<file path="config.mk">
export PLATFORM = sky130hd
export DESIGN_NAME = matmul_array_sequencer_flat
export DESIGN_NICKNAME = d
export VERILOG_FILES = /design/src/rtl/mm_pkg.sv /design/src/rtl/matmul_array_sequencer_if.sv /design/src/rtl/matmul_skew_gen.sv /design/src/rtl/matmul_array_sequencer.sv /design/src/flat_wrapper.sv
export SDC_FILE = /design/constraint.sdc
export NUM_CORES = 1
export LEC_CHECK = 0
export CAP_MARGIN = 20
export CORE_ASPECT_RATIO = 1.2
export CORE_MARGIN = 5
export CORE_UTILIZATION = 47
export DETAILED_ROUTE_END_ITERATION = 6
export HOLD_SLACK_MARGIN = 0.12
export PLACE_DENSITY = 0.81
export SLEW_MARGIN = 25
export SYNTH_ARGS = -nofsm -noshare
export SYNTH_HDL_FRONTEND = slang
export SYNTH_SLANG_ARGS = --single-unit
</file>
<file path="constraint.sdc">
create_clock -name clk -period 3.1 [get_ports clk]
set_input_delay 0.62 -clock clk [delete_from_list [all_inputs] [get_ports clk]]
set_output_delay 0.62 -clock clk [all_outputs]
set_load 0.02 [all_outputs]
</file>
<file path="src/rtl/mm_pkg.sv">
// mm_pkg: shared state encoding and sizing helpers for the matmul sequencer
package mm_pkg;
  typedef enum logic [2:0] {IDLE, CLEAR, FEED, FLUSH, DRAIN, DONE} state_t;
  function automatic int clog2(input int v);
    int r;
    r = 0;
    while ((1 << r) < v) r++;
    return r;
  endfunction
  function automatic int feed_len(input int k, input int n);
    return k + 2 * n - 2;
  endfunction
endpackage

</file>
<file path="src/rtl/matmul_array_sequencer_if.sv">
// matmul_array_sequencer_if: host command, operand fetch and result drain signals
interface matmul_array_sequencer_if
  import mm_pkg::*;
#(
  parameter int N = 4,
  parameter int K_MAX = 16
);
  localparam int AW = clog2(K_MAX);
  localparam int KW = clog2(K_MAX + 1);
  localparam int RW = clog2(N);
  logic start;
  logic [KW-1:0] k_len;
  logic busy;
  logic err;
  logic clear_acc;
  logic arr_enable;
  logic [N-1:0] a_valid;
  logic [N*AW-1:0] a_addr;
  logic [N-1:0] b_valid;
  logic [N*AW-1:0] b_addr;
  logic result_valid;
  logic [RW-1:0] result_row;
  logic result_ready;
  logic done;
  modport master (
    output start, k_len, result_ready,
    input busy, err, clear_acc, arr_enable, a_valid, a_addr, b_valid, b_addr,
          result_valid, result_row, done
  );
  modport slave (
    input start, k_len, result_ready,
    output busy, err, clear_acc, arr_enable, a_valid, a_addr, b_valid, b_addr,
           result_valid, result_row, done
  );
endinterface

</file>
<file path="src/rtl/matmul_skew_gen.sv">
// matmul_skew_gen: per-lane skewed operand valid and read address for wavefront step t
module matmul_skew_gen #(
  parameter int N = 4,
  parameter int TW = 5,
  parameter int AW = 4,
  parameter int KW = 5
) (
  input logic [TW-1:0] t,
  input logic [KW-1:0] k_len,
  output logic [N-1:0] valid,
  output logic [N*AW-1:0] addr
);
  logic [TW-1:0] d;
  // lane i lags by i steps; valid while inside its k_len-long window
  always_comb begin
    valid = '0;
    addr = '0;
    d = '0;
    for (int i = 0; i < N; i++) begin
      d = t - TW'(i);
      valid[i] = t >= TW'(i) && d < TW'(k_len);
      addr[i*AW +: AW] = valid[i] ? AW'(d) : '0;
    end
  end
endmodule

</file>
<file path="src/rtl/matmul_array_sequencer.sv">
// matmul_array_sequencer: sequences clear, skewed operand feed, flush and result drain
module matmul_array_sequencer
  import mm_pkg::*;
#(
  parameter int N = 4,
  parameter int K_MAX = 16
) (
  input logic clk,
  input logic reset,
  matmul_array_sequencer_if.slave bus
);
  localparam int AW = clog2(K_MAX);
  localparam int KW = clog2(K_MAX + 1);
  localparam int TW = clog2(K_MAX + 2 * N);
  localparam int RW = clog2(N);
  state_t state_q, state_d;
  logic [KW-1:0] k_q, k_d;
  logic [TW-1:0] t_q, t_d;
  logic [RW-1:0] r_q, r_d;
  logic err_q, err_d;
  logic [N-1:0] av, bv;
  logic [N*AW-1:0] aa, ba;
  logic k_ok, t_last, feed;
  assign k_ok = bus.k_len != '0 && int'(bus.k_len) <= K_MAX;
  assign t_last = int'(t_q) == feed_len(int'(k_q), N) - 1;
  matmul_skew_gen #(.N(N), .TW(TW), .AW(AW), .KW(KW)) u_a (
    .t(t_q), .k_len(k_q), .valid(av), .addr(aa)
  );
  matmul_skew_gen #(.N(N), .TW(TW), .AW(AW), .KW(KW)) u_b (
    .t(t_q), .k_len(k_q), .valid(bv), .addr(ba)
  );
  // state, latched k_len, feed step, drain row and reject pulse
  always_ff @(posedge clk or posedge reset)
    if (reset) begin
      state_q <= IDLE;
      k_q <= '0;
      t_q <= '0;
      r_q <= '0;
      err_q <= 1'b0;
    end else begin
      state_q <= state_d;
      k_q <= k_d;
      t_q <= t_d;
      r_q <= r_d;
      err_q <= err_d;
    end
  // next state; counters return to zero whenever their phase is left
  always_comb begin
    state_d = state_q;
    k_d = k_q;
    t_d = '0;
    r_d = '0;
    err_d = 1'b0;
    case (state_q)
      IDLE: if (bus.start) begin
        if (k_ok) begin
          state_d = CLEAR;
          k_d = bus.k_len;
        end else err_d = 1'b1;
      end
      CLEAR: state_d = FEED;
      FEED: begin
        t_d = t_last ? '0 : t_q + 1'b1;
        if (t_last) state_d = FLUSH;
      end
      FLUSH: state_d = DRAIN;
      DRAIN: begin
        r_d = bus.result_ready ? r_q + 1'b1 : r_q;
        if (bus.result_ready && r_q == RW'(N - 1)) begin
          state_d = DONE;
          r_d = '0;
        end
      end
      DONE: state_d = IDLE;
      default: state_d = IDLE;
    endcase
  end
  // outputs depend only on registered state; enable lags feed by the buffer read latency
  always_comb begin
    feed = state_q == FEED;
    bus.busy = state_q != IDLE;
    bus.err = err_q;
    bus.clear_acc = state_q == CLEAR;
    bus.arr_enable = (feed && t_q != '0) || state_q == FLUSH;
    bus.a_valid = feed ? av : '0;
    bus.a_addr = feed ? aa : '0;
    bus.b_valid = feed ? bv : '0;
    bus.b_addr = feed ? ba : '0;
    bus.result_valid = state_q == DRAIN;
    bus.result_row = r_q;
    bus.done = state_q == DONE;
  end
endmodule

</file>
<file path="src/flat_wrapper.sv">
// flat-port wrapper written by rule: the top's interface ports become plain ports
module matmul_array_sequencer_flat import mm_pkg::*;
#(
  parameter int N = 4,
  parameter int K_MAX = 16
)
  (clk, reset, bus_start, bus_k_len, bus_result_ready, bus_busy, bus_err, bus_clear_acc, bus_arr_enable, bus_a_valid, bus_a_addr, bus_b_valid, bus_b_addr, bus_result_valid, bus_result_row, bus_done);
  matmul_array_sequencer_if #(.N(N), .K_MAX(K_MAX)) bus_i ();
  input logic clk;
  input logic reset;
  input wire logic [$bits(bus_i.start)-1:0] bus_start;
  input wire logic [$bits(bus_i.k_len)-1:0] bus_k_len;
  input wire logic [$bits(bus_i.result_ready)-1:0] bus_result_ready;
  output wire logic [$bits(bus_i.busy)-1:0] bus_busy;
  output wire logic [$bits(bus_i.err)-1:0] bus_err;
  output wire logic [$bits(bus_i.clear_acc)-1:0] bus_clear_acc;
  output wire logic [$bits(bus_i.arr_enable)-1:0] bus_arr_enable;
  output wire logic [$bits(bus_i.a_valid)-1:0] bus_a_valid;
  output wire logic [$bits(bus_i.a_addr)-1:0] bus_a_addr;
  output wire logic [$bits(bus_i.b_valid)-1:0] bus_b_valid;
  output wire logic [$bits(bus_i.b_addr)-1:0] bus_b_addr;
  output wire logic [$bits(bus_i.result_valid)-1:0] bus_result_valid;
  output wire logic [$bits(bus_i.result_row)-1:0] bus_result_row;
  output wire logic [$bits(bus_i.done)-1:0] bus_done;
  assign bus_i.start = bus_start;
  assign bus_i.k_len = bus_k_len;
  assign bus_i.result_ready = bus_result_ready;
  assign bus_busy = bus_i.busy;
  assign bus_err = bus_i.err;
  assign bus_clear_acc = bus_i.clear_acc;
  assign bus_arr_enable = bus_i.arr_enable;
  assign bus_a_valid = bus_i.a_valid;
  assign bus_a_addr = bus_i.a_addr;
  assign bus_b_valid = bus_i.b_valid;
  assign bus_b_addr = bus_i.b_addr;
  assign bus_result_valid = bus_i.result_valid;
  assign bus_result_row = bus_i.result_row;
  assign bus_done = bus_i.done;
  matmul_array_sequencer #(.N(N), .K_MAX(K_MAX)) u_core (.clk(clk), .reset(reset), .bus(bus_i));
endmodule
</file>
# Word-level counts from Yosys, hierarchy flattened

Index checks and enable logic that the tools add are counted.

Add/sub/neg operators: 8
$lt $le $gt $ge: 9
Equal/unequal tests: 12
Mux-type cells: 19
Reduce and logical (&&, ||, !) cells: 14

Operator list:

| cell                                                                   | count |
|---|---|
| 6-bit by 32-bit == test with 1-bit output                              | 1 |
| 32-bit by 2-bit subtractor with 32-bit output (second input constant)  | 1 |
| 32-bit by 3-bit subtractor with 32-bit output (second input constant)  | 1 |
| 5-bit < comparator                                                     | 4 |
| 4-bit 2-to-1 mux                                                       | 5 |
| 16-bit 2-to-1 mux                                                      | 1 |
| 3-bit case mux with 5 select lines                                     | 1 |
| 3-bit 2-to-1 mux                                                       | 4 |
| 5-bit by 1-bit >= comparator with 1-bit output (second input constant) | 2 |
| 5-bit by 2-bit >= comparator with 1-bit output (second input constant) | 2 |
| 5-bit 2-to-1 mux                                                       | 2 |
| 5-bit nonzero test                                                     | 2 |
| 5-bit by 2-bit subtractor with 5-bit output (second input constant)    | 2 |
| 1-bit logical AND                                                      | 7 |
| 5-bit by 4-bit adder with 6-bit output (second input constant)         | 1 |
| 3-bit by 2-bit == test with 1-bit output (second input constant)       | 2 |
| 3-bit == test (second input constant)                                  | 2 |
| 2-bit 2-to-1 mux                                                       | 3 |
| 2-bit by 1-bit != test with 1-bit output (second input constant)       | 3 |
| 5-bit by 1-bit adder with 5-bit output (second input constant)         | 1 |
| 5-bit <= comparator (second input constant)                            | 1 |
| 5-bit by 1-bit subtractor with 5-bit output (second input constant)    | 1 |
| 4-bit AND reduction                                                    | 1 |
| 3-bit by 1-bit == test with 1-bit output (second input constant)       | 1 |
| other kinds (9)                                                        | 11 |

Bits in registers: 16
Input bits: 9

# Depth between registers and ports, before layout

Gate-level depths: netlist (run 1).

Depth in word-level cells: 6
Mapped depth: 11
Depth with buffers taken out: 9

# Modules after synthesis

From an unflattened synthesis (run 1), not the netlist that was laid out.

Cell total of the unflattened synthesis: 344
Area total of the unflattened synthesis: 2846.5 um2

By module, submodules not included:

| module                 | times used | cells each | area each (um2) | seq. area each (um2) |
|---|---|---|---|---|
| matmul_skew_gen        | 2          | 99         | 793.3           | 0.0 |
| matmul_array_sequencer | 1          | 146        | 1260.0          | 400.4 |

# Worst setup path before layout (run 1)

Ideal clock, no wire load.

Path kind: register to output
From: register u_core.t_q[0]
To: output port bus_b_addr[6]
Data arrival time: 2.662 ns
Slack: -0.182 ns
Cell stages (with the launch flop): 12
Path buffers: 2
Cell sequence: dfrtp_1 > clkbuf_1 > inv_1 > ha_1 > inv_1 > ha_1 > nor2b_1 > o21a_1 > o211ai_1 > nand4_1 > nor2b_1 > buf_4

Word-level cells in the longest chain between the ends: 5
Elaborated cells on any way between the ends: 6
Classes of those cells: add/sub: 1; order compare: 2; mux: 2; reduce/logical: 1

Ends and longest elaborated chain:

| what                                        | RTL line                     | text |
|---|---|---|
| start, declared                             | matmul_array_sequencer.sv:18 | `logic [TW-1:0] t_q, t_d;` |
| start signal, assigned                      | matmul_array_sequencer.sv:43 | `t_q <= t_d;` |
| 5-bit by 1-bit subtractor with 5-bit output | --                           |  |
| 5-bit < comparator                          | --                           |  |
| 1-bit logical AND                           | --                           |  |
| 4-bit 2-to-1 mux *                          | --                           |  |
| 16-bit 2-to-1 mux *                         | --                           |  |
| end, declared                               | flat_wrapper.sv:21           | `output wire logic [$bits(bus_i.b_addr)-1:0] bus_b_addr;` |

Every way passes the cells marked *; elsewhere a longest branch is shown, timed or not.

# Final worst setup path (run 1)

From: register u_core.t_q[1]
To: output port bus_b_addr[15]

Word-level cells in the longest chain between the ends: 5
Elaborated cells on any way between the ends: 6
Classes of those cells: add/sub: 1; order compare: 2; mux: 2; reduce/logical: 1

Ends and longest elaborated chain:

| what                                        | RTL line                     | text |
|---|---|---|
| 5-bit by 2-bit subtractor with 5-bit output | matmul_skew_gen.sv:20        | `d = t - TW'(i);` |
| 5-bit < comparator                          | matmul_skew_gen.sv:21        | `valid[i] = t >= TW'(i) && d < TW'(k_len);` |
| 1-bit logical AND                           | matmul_skew_gen.sv:21        |  |
| 4-bit 2-to-1 mux *                          | matmul_skew_gen.sv:22        | `addr[i*AW +: AW] = valid[i] ? AW'(d) : '0;` |
| 16-bit 2-to-1 mux *                         | matmul_array_sequencer.sv:88 | `bus.b_addr = feed ? ba : '0;` |

Marks and branches as above.

==> impl_metrics.csv, run 1 <==
group,metric,value,unit
floorplanning,die_area,5170,um^2
pwr,p_total,1.95,mW
floorplanning,die_h,77.8,um
detailed_routing,firstDrtPassIters,4,
synthesis,synth_common_cells,"33 x ha_1, 21 x nor2_1, 20 x buf_4, 17 x inv_1",
synthesis,ys_ff_latch,16,
synthesis,ys_warn_count,0,
synthesis,synth_flop_cell,"dfrtp_1",
worst_setup_path,r2r_start,"u_core.k_q[4]",
worst_setup_path,critPathMaxFanout,3,
clocking,clkSlewWorstSetupHoldPaths,0.07,ns
global_routing,grt_max_degree,17,
timing,finalSetupViolCount,0,
timing,maxSlewViolCount,0,
worst_setup_path,crit_type,"reg -> out",
placement,numPortBuffers,56,
pwr,power_frac_seq,17.2,%
pwr,vdd_ir_drop_max,510,uV
synthesis,yosysSeqAreaShare,22.3,%
detailed_routing,antenna_left,0,
worst_setup_path,cp-start-kind,"register",
detailed_routing,viasPerCell,4.99,
global_routing,grt_overflow,0,
worst_setup_path,worstPathArrival,2.45,ns
timing,hold_viol_final,0,
cells_and_area,instances_no_fill,333,
cells_and_area,area_growth,49.2,%
pwr,power_switching,0.894,mW
floorplanning,start_util,49.1,%
worst_setup_path,crit_start,"u_core.t_q[1]",
timing,finClkSkew,0.00815,ns
synthesis,yosys-top-cells-area,"ha_1 23%, dfrtp_1 22%, buf_4 8.3%",
pwr,p_int,1.06,mW
global_routing,grt_pass1_vias,1709,
pwr,p_comb_share,73.3,%
clocking,clkSinkCount,16,
floorplanning,die_x,66.5,um
placement,dp_cells,320,
placement,place_ws,-0.160,ns
timing,rsz0062_at_grt,"yes",
timing,setup_ws,0.0259,ns
worst_setup_path,required,2.48,ns
synthesis,synthArstFlopShare,100,%
detailed_routing,wl_per_cell,14.9,um
detailed_routing,vias,1661,
cells_and_area,final_nets,324,
synthesis,synthCells,207,
synthesis,netlist_area,1800,um^2
floorplanning,core,3660,um^2
clocking,worstSkewPairLatency,0.25,ns
timing,timing_worst_slew_pin_value,0.618,ns
clocking,cts_tree,"built",
detailed_routing,wl,4.97,mm
worst_hold_path,worst_hold_path_type,"reg -> reg",
synthesis,yosysMostFrequentCell,"ha_1",
placement,place_hpwl,3.62,mm
synthesis,synth_top_area_cell,"ha_1",
floorplanning,row_count,24,
synthesis,synth_top_area_share,22.9,%
cells_and_area,diodes,0,
pwr,p_leak,1.34,nW
synthesis,avgSynthCellArea,8.69,um^2
detailed_routing,drc_errors,0,
clocking,clockBufferDepth,2,
global_routing,antenna_found_initial,0,
timing,max_slew_margin,58.7,%
clocking,cts_htree_levels,1,
clocking,cts_buffers,3,
global_routing,grt_pass1_wl,7.73,mm
placement,gp_congestion,0.884,
timing,max_clock_freq,325,MHz
synthesis,synth_cell_types,37,
run_status,status,"complete, no violations",
timing,finalCritPeriodShare,99.2,%
worst_hold_path,hp-start,"u_core.k_q[2]",
synthesis,synth_edf_count,0,
job,cap_violations,0,
synthesis,synth_fp_nets,249,
detailed_routing,drtIter0Drc,60,
pwr,p_clk_share,9.5,%
clocking,cts-root-buf,"clkbuf_8",
worst_setup_path,end_kind,"output port",
pwr,swShare,45.7,%
floorplanning,num_io_pins,57,
cells_and_area,drive_gt1_share,39.1,%
global_routing,grt_use_total,18.3,%
timing,fin_crit,3.07,ns
pwr,power.density,728,nW/um^2
final cells by class:
type	count	area (um^2)
Multi-Input combinational cell	148	1310
Fill cell	289	980
Timing Repair Buffer	96	782
Sequential cell	16	403
Inverter	17	71.3
Tap cell	52	65.1
Clock buffer	4	55.1
flip-flops by register name (all words and copies together) (netlist names):
| name | count |
|---|---|
| u_core.bus.err | 1 |
| u_core.k_q | 5 |
| u_core.bus.result_row | 2 |
| u_core.state_q | 3 |
| u_core.t_q | 5 |
worst max-delay path: stages (launching register included):
cell and delay [ns]:
dfrtp_2 0.44, buf_6 0.14, ha_2 0.19, a21oi_2 0.16, xor2_1 0.11, buf_4 0.14, buf_4 0.12, buf_4 0.12
buf_4 0.12, buf_4 0.12, buf_4 0.12, buf_4 0.12, nor2b_2 0.16, buf_6 0.13
path summary, 6_finish.rpt:
path / endpoint / slack [ns] / depth (start not counted)
max in group asynchronous: u_core.t_q[0] / 1.93 / 2
worst max-delay path: bus_b_addr[15] / 0.03 / 13
worst min register to register: u_core.k_q[2] / 0.58 / 1
worst min-delay path: u_core.k_q[2] / 0.58 / 1
worst max register to register: u_core.state_q[0] / 0.86 / 7
min in group asynchronous: u_core.bus.result_row[0] / 0.74 / 2
cells by family after synthesis:
logic type               Yosys count  synth area share, %
adder cells (fa/ha/maj)           33                 22.9
multiplexers                       8                 4.80
buffers and inverters             43                 13.6
XOR/XNOR                          16                 8.21
flip-flops                        16                 22.3
AO/OA/AOI/OAI                     25                 10.4
AND/OR/NAND/NOR                   66                 17.7
power by group through the flow:
stage	combinational [mW]	clock (mW)	sequential (mW)
2_1_floorplan	0.906	0	0.334
3_3_place_gp	1.33	0	0.329
3_5_place_dp	1.37	0	0.333
4_1_cts	1.38	0.189	0.330
5_1_grt	1.59	0.198	0.345
6_report	1.43	0.186	0.335
metrics by stage:
step / hold slack (ns) / instance area (um^2) / util (%) / TNS (ns)
after floorplan: 0.526 / 1880 / - / -0.169
after global placement: 0.544 / 2540 / 69.4 / -0.896
after detailed placement: 0.564 / 2540 / 69.4 / -3.16
after CTS: 0.578 / 2610 / 71.2 / 0
after global routing: 0.601 / 2680 / 73.3 / -0.831
final: 0.578 / 2680 / 73.3 / 0
metal layers:
metal / vias up / part of all wire, % / track usage [%]
met1: 772 / 39 / 21.7
met3: 6 / 6.7 / 1.59
li1: 815 / - / -
met4: 0 / 1.4 / 5.89
met2: 68 / 53 / 33.9
met5: - / 0 / 0
cells in the final DEF (no fill, tap or decap), types with 7 or more instances in the layout:
cell type        netlist  final
buf_4                 20     38
buf_6                  1     11
clkbuf_2               0     12
ha_1                  33     29
dfrtp_1               16     14
nor2_1                21     15
xnor2_1                8      7
nand2_1               16     16
clkdlybuf4s50_1        0     16
inv_1                 17     12
buf_2                  1      7
repair_timing:
item / 4_1_cts / 5_1_grt
endpoints found under the setup margin: 40 / 38
pin swaps: 6 / 9
setup buffers: 5 / 4
gates resized for setup: 98 / 72
hold buffers: 0 / 0
Power figures use the tool's default switching activity.
==> run 2: changes to the inputs <==
- MAX_ROUTING_LAYER: unset -> met4
==> run 2 against run 1 <==
  * Clock power about the same
  * Setup slack worse by 0.0040 ns
  * Critical path depth stayed put
  * Global-route usage is 0.47 points higher
  * Maximum frequency fell by 0.13%
  * Clock skew fell by 0.00090 ns
  * Cell area unchanged
==> impl_metrics.csv, run 2 (synthesis results as in run 1) <==
group,metric,value,unit
run_status,status,"complete, no violations",
worst_setup_path,crit_start,"u_core.t_q[1]",
detailed_routing,drtIter0Drc,77,
pwr,p_leak,1.34,nW
worst_setup_path,rr_endpoint,"u_core.state_q[0]",
floorplanning,die_h,77.8,um
worst_setup_path,worstPathArrival,2.46,ns
global_routing,grt_overflow,0,
cells_and_area,drive_gt1_share,39.1,%
floorplanning,die_x,66.5,um
floorplanning,row_count,24,
timing,fin_crit,3.08,ns
placement,placedInstanceArea,2540,um^2
worst_setup_path,ff2ff_path_depth,7,
clocking,cts_buffers,3,
placement,place_hpwl,3.62,mm
worst_setup_path,crit_type,"reg -> out",
detailed_routing,vias,1673,
cells_and_area,post-route-util,73.3,%
pwr,power.density,728,nW/um^2
detailed_routing,firstDrtPassIters,4,
floorplanning,core,3660,um^2
floorplanning,die_area,5170,um^2
timing,final.setup.tns,0,ns
timing,hold_viol_final,0,
placement,dp_cells,320,
cells_and_area,multi_input_area,1310,um^2
timing,maxSlewViolCount,0,
worst_setup_path,required,2.48,ns
timing,timing_worst_slew_pin_value,0.623,ns
timing,max_clock_freq,325,MHz
timing,max_slew_margin,58.4,%
detailed_routing,viasPerCell,5.02,
placement,gp_congestion,0.899,
worst_setup_path,crit_chain,"buf_6, ha_2, a21oi_2, xor2_1, buf_4, buf_4, buf_4, buf_4, buf_4, buf_4, buf_4, nor2b_2, buf_6",
global_routing,grt_max_degree,17,
clocking,cts_htree_levels,1,
cells_and_area,nFillCells,289,
timing,finClkSkew,0.00724,ns
detailed_routing,wl_per_cell,14.9,um
worst_setup_path,critical_path_depth,13,
timing,finalCritPeriodShare,99.3,%
pwr,vdd_ir_drop_max,511,uV
clocking,worstSkewPairLatency,0.25,ns
clocking,clkSlewWorstSetupHoldPaths,0.07,ns
global_routing,grt_pass1_wl,7.71,mm
cells_and_area,regArea,403,um^2
worst_setup_path,cp_top_family,"buffers and inverters",
clocking,cts-hold-fix-buffers,0,
clocking,clkSinkCount,16,
worst_setup_path,crit_end,"bus_b_addr[15]",
floorplanning,start_util,49.1,%
worst_setup_path,critPathMaxFanout,3,
cells_and_area,largestRegisters,"u_core.k_q (5), u_core.t_q (5), u_core.state_q (3)",
cells_and_area,postLayoutCellArea,2680,um^2
cells_and_area,final_nets,324,
worst_setup_path,cp-start-kind,"register",
cells_and_area,mostFrequentLayoutCells,"38 x buf_4, 29 x ha_1, 16 x nand2_1, 16 x clkdlybuf4s50_1, 15 x nor2_1",
detailed_routing,antenna_left,0,
worst_hold_path,worst_hold_path_type,"reg -> reg",
clocking,cts-root-buf,"clkbuf_8",
worst_setup_path,r2r_start,"u_core.k_q[4]",
global_routing,grt_pass1_vias,1713,
global_routing,grt_use_total,18.8,%
worst_setup_path,worst-path-buf-inv,9,
worst_setup_path,crit_top_cell,"buf_4",
detailed_routing,drc_errors,0,
global_routing,antenna_found_initial,0,
timing,finalSetupViolCount,0,
cells_and_area,area_growth,49.2,%
placement,numPortBuffers,56,
worst_setup_path,crit_slowest_cell,"dfrtp_2",
job,cap_violations,0,
floorplanning,num_io_pins,57,
clocking,cts_tree,"built",
detailed_routing,wl,4.95,mm
worst_setup_path,r2r_slack,0.85,ns
clocking,clockBufferDepth,2,
cells_and_area,diodes,0,
cells_and_area,layout_commonest_cell,"buf_4",
worst_setup_path,end_kind,"output port",
cells_and_area,instances_no_fill,333,
timing,rsz0062_at_grt,"yes",
worst_setup_path,max_stage_delay,0.44,ns
run 2: cell counts in the layout (fill, tap and decap cells not counted):
No cell type changed its count.
run 2: final cells by class:
cell class                      count  share of cell area [%]
Timing Repair Buffer               96                    29.1
Multi-Input combinational cell    148                    48.7
Inverter                           17                    2.66
Sequential cell                    16                    15.0
Clock buffer                        4                    2.05
Tap cell                           52                    2.42
run 2: worst min path at each step:
stage	startpoint	end	slack [ns]	cells past startpoint
global route	u_core.k_q[2]	u_core.k_q[2]	0.60	1
CTS	u_core.k_q[2]	u_core.k_q[2]	0.58	1
finish	u_core.k_q[2]	u_core.k_q[2]	0.58	1
detailed placement	u_core.k_q[2]	u_core.k_q[2]	0.56	1
floorplan	reset	u_core.bus.err	0.53	1
global placement	u_core.bus.result_row[1]	u_core.bus.result_row[1]	0.54	2
run 2: layer usage:
layer / share of wire (%) / vias to the layer above / wire length [um] / track usage [%]
met5: 0 / - / 0 / -
met4: 1.4 / 0 / 70 / 6.10
met3: 6.4 / 7 / 317 / 1.16
met2: 53 / 66 / 2600 / 33.8
met1: 40 / 786 / 1960 / 21.8
li1: - / 814 / - / -
run 2: where the power goes:
group | internal (mW) | total [mW] | switching (mW) | leakage, nW
Combinational | 0.676 | 1.43 | 0.756 | 1.11
Sequential | 0.272 | 0.335 | 0.0632 | 0.205
Clock | 0.113 | 0.185 | 0.0725 | 0.0288
Total | 1.06 | 1.95 | 0.892 | 1.34
run 2: what timing repair did:
action,CTS,global route
buffers inserted,5,4
cloned,0,0
endpoints found under the hold margin,0,0
pin swaps,6,9
resized for setup,98,72
endpoints found under the setup margin,40,38
run 2: through the flow:
step                worst slack [ns]  total power, mW  hold WS, ns
floorplan                    -0.0821             1.24        0.526
global placement             -0.0665             1.66        0.544
detailed placement            -0.160             1.71        0.564
CTS                          0.00653             1.90        0.578
global route                 -0.0994             2.13        0.601
finish                        0.0220             1.95        0.578
==> run 3: changes to the inputs <==
- CTS_CLUSTER_SIZE: unset -> 14
==> results of run 3 <==
Final layout, timing and power as in run 2 (identical DEF).
==> RTL change, RTL diff (settings of run 2) <==
`N` is set to 4 in 4 places; all go to 5.
--- a/src/rtl/matmul_array_sequencer_if.sv
+++ b/src/rtl/matmul_array_sequencer_if.sv
@@ -3,5 +3,5 @@
   import mm_pkg::*;
 #(
-  parameter int N = 4,
+  parameter int N = 5,
   parameter int K_MAX = 16
 );
--- a/src/rtl/matmul_skew_gen.sv
+++ b/src/rtl/matmul_skew_gen.sv
@@ -1,5 +1,5 @@
 // matmul_skew_gen: per-lane skewed operand valid and read address for wavefront step t
 module matmul_skew_gen #(
-  parameter int N = 4,
+  parameter int N = 5,
   parameter int TW = 5,
   parameter int AW = 4,
--- a/src/rtl/matmul_array_sequencer.sv
+++ b/src/rtl/matmul_array_sequencer.sv
@@ -3,5 +3,5 @@
   import mm_pkg::*;
 #(
-  parameter int N = 4,
+  parameter int N = 5,
   parameter int K_MAX = 16
 ) (
--- a/src/flat_wrapper.sv
+++ b/src/flat_wrapper.sv
@@ -2,5 +2,5 @@
 module matmul_array_sequencer_flat import mm_pkg::*;
 #(
-  parameter int N = 4,
+  parameter int N = 5,
   parameter int K_MAX = 16
 )
Interface: changed (5 resized); port bits go from 57 to 68. No check against the original RTL was run, so the function may have changed too.
==> RTL change against run 2 <==
Total power rose by 37%. Setup slack improved by 34 ps. Cell count rose by 16%. Sequential cell count rose by 1. Sequential share of layout area fell by 1.6 points. Design area rose by 18%. Via count rose by 20%. Area after synthesis rose by 21%. Wire length rose by 15%. Combinational power rose by 51%. Critical path type unchanged. Largest power group unchanged.
==> RTL change: results (changes against run 2) <==
| Metric | Value |
|---|---|
| Status | `complete, no violations` |
| Synth Area in Adders | `0.218 (-0.0116)` |
| Area fraction in compound gates after synthesis | `0.135 (+0.0310)` |
| Internal cell power | `1420 uW (+34%)` |
| Gpl congestion | `0.854 (-5.0%)` |
| Regs by FF count | `u_core.k_q x5, u_core.t_q x5` |
| Flop2flop setup slack | `650 ps (-200 ps)` |
| Slew @ Worst Pin | `701 ps (+77.2 ps)` |
| Wire length per cell | `14.8 um (-0.73%)` |
| FF-to-FF Start | `u_core.k_q[1]$_DFFE_PP0P_` |
| PortBufs | `67 (+20%)` |
| Worst hold stages | `2 (+1)` |
| Vias/cell | `5.20 (+3.5%)` |
| Crit path largest cell delay | `400 ps (-40 ps)` |
| First-pass GRT wire length | `9200 um (+19%)` |
| Capture point of the worst reg-to-reg path | `u_core.state_q[0]$_DFFE_PP0P_` |
| Wl on met1 | `2190 um (+12%)` |
| CTS Buffer Depth | `2 (unchanged)` |
| Largest cells by area after synthesis | `ha_1 (22%), dfrtp_1 (19%), buf_4 (9.6%), xnor2_1 (5.6%), inv_1 (3.3%)` |
| Vias in the first global route | `2,092 (+22%)` |
| Worst hold slack | `578 ps (+0.605 ps)` |
| Initial detailed-routing violation count | `100 (+30%)` |
| GRT met3 Usage | `0.0228 (+0.0112)` |
| Top delay family on crit path | `adder cells` |
| Met2 Usage GRT | `0.356 (+0.0186)` |
| Layout cell share with drive strength beyond 1 | `0.404 (+0.0128)` |
| Largest net degree at the start of global routing | `18 (+1)` |
| Critical-path top delay cell | `a311o_1` |
| Min-Delay Startpoint | `u_core.bus.result_row[1]$_DFFE_PP0P_` |
| Mux cell area share after synthesis | `0.0310 (-0.0170)` |
| Clock skew | `4.82 ps (-2.42 ps)` |
| Synth Net Count | `294 (+18%)` |
| Routed wl met2 | `3130 um (+20%)` |
| Worst-path fanout max | `7 (+4)` |
| Synth Area in XOR/XNOR | `0.0981 (+0.0160)` |
| Met3 wire len | `279 um (-12%)` |
| Hpwl dp | `4620 um (+28%)` |
| GR Util met1 | `0.197 (-0.0217)` |
| Final Non-Filler Cells | `387 (+16%)` |
| Dpl cells | `377 (+18%)` |
| Syn Area/Cell | `8.83 um^2 (+1.6%)` |
| Worst path arrival time | `2420 ps (-40 ps)` |
| Synth cell types | `44 (+19%)` |
| Peak VDD IR | `0.000631 V (+24%)` |
| Gr usage total | `0.189 (+0.000883)` |
| Hold EP | `u_core.bus.result_row[1]$_DFFE_PP0P_` |
| Type of the most critical hold path | `flip-flop to flip-flop` |
| CTS buffer count | `3 (unchanged)` |
| Register area share after synthesis | `0.195 (-0.0276)` |
| Dpl cell area | `3080 um^2 (+21%)` |
## RTL change: cell count changes in the layout (fill, tap and decap cells not counted), sizes merged, moves of 4 or more
cell and change:
clkbuf -7, xnor2 +7, buf +14, ha +5, and2 +5, o21a +4
nor3 +5, nor3b +4, nor2 -6
## RTL change: power by group through the flow
stage                     Combinational [uW]  Sequential, uW  Clock [uW]
final                                   2160             333         174
after global routing                    2360             341         186
after CTS                               2050             333         176
after detailed placement                2040             335           0
after global placement                  1980             333           0
after floorplan                         1360             359           0
## RTL change: how the worst max path moves through the flow
stage                endpoint  slack [ps]               startpoint
4_1_cts        bus_b_addr[17]          -5  u_core.t_q[1]$_DFF_PP0_
5_1_grt         bus_b_addr[8]         -80  u_core.t_q[2]$_DFF_PP0_
3_5_place_dp    bus_a_addr[7]        -180  u_core.t_q[1]$_DFF_PP0_
3_3_place_gp    bus_a_addr[6]        -100  u_core.t_q[1]$_DFF_PP0_
6_report        bus_a_addr[8]          60  u_core.t_q[2]$_DFF_PP0_
2_1_floorplan  bus_b_addr[10]         -70  u_core.t_q[2]$_DFF_PP0_
## RTL change: cells by family after synthesis
family,count (synthesis)
AO/OA/AOI/OAI,37
XOR/XNOR,22
adder cells (fa/ha/maj),38
flip-flops,17
buffers and inverters,51
multiplexers,6
AND/OR/NAND/NOR,76
## RTL change: repair_timing
action                                 4_1_cts  5_1_grt
gates resized for setup                    142       69
endpoints found under the hold margin        0        0
buffers inserted                             4        2
setup endpoints to repair                   50       45
cloned                                       0        0
hold buffers                                 0        0
pin swaps                                    7       12
## RTL change: layout make-up
cell class              instances  area (um^2)
inverters                      20         77.6
clock buffers                   3         41.3
fillers                       379         1400
well taps                      58         72.6
repair buffers                109          888
flip-flops and latches         17          425
clock inverters                 1         7.51
multi-input cells             179         1650
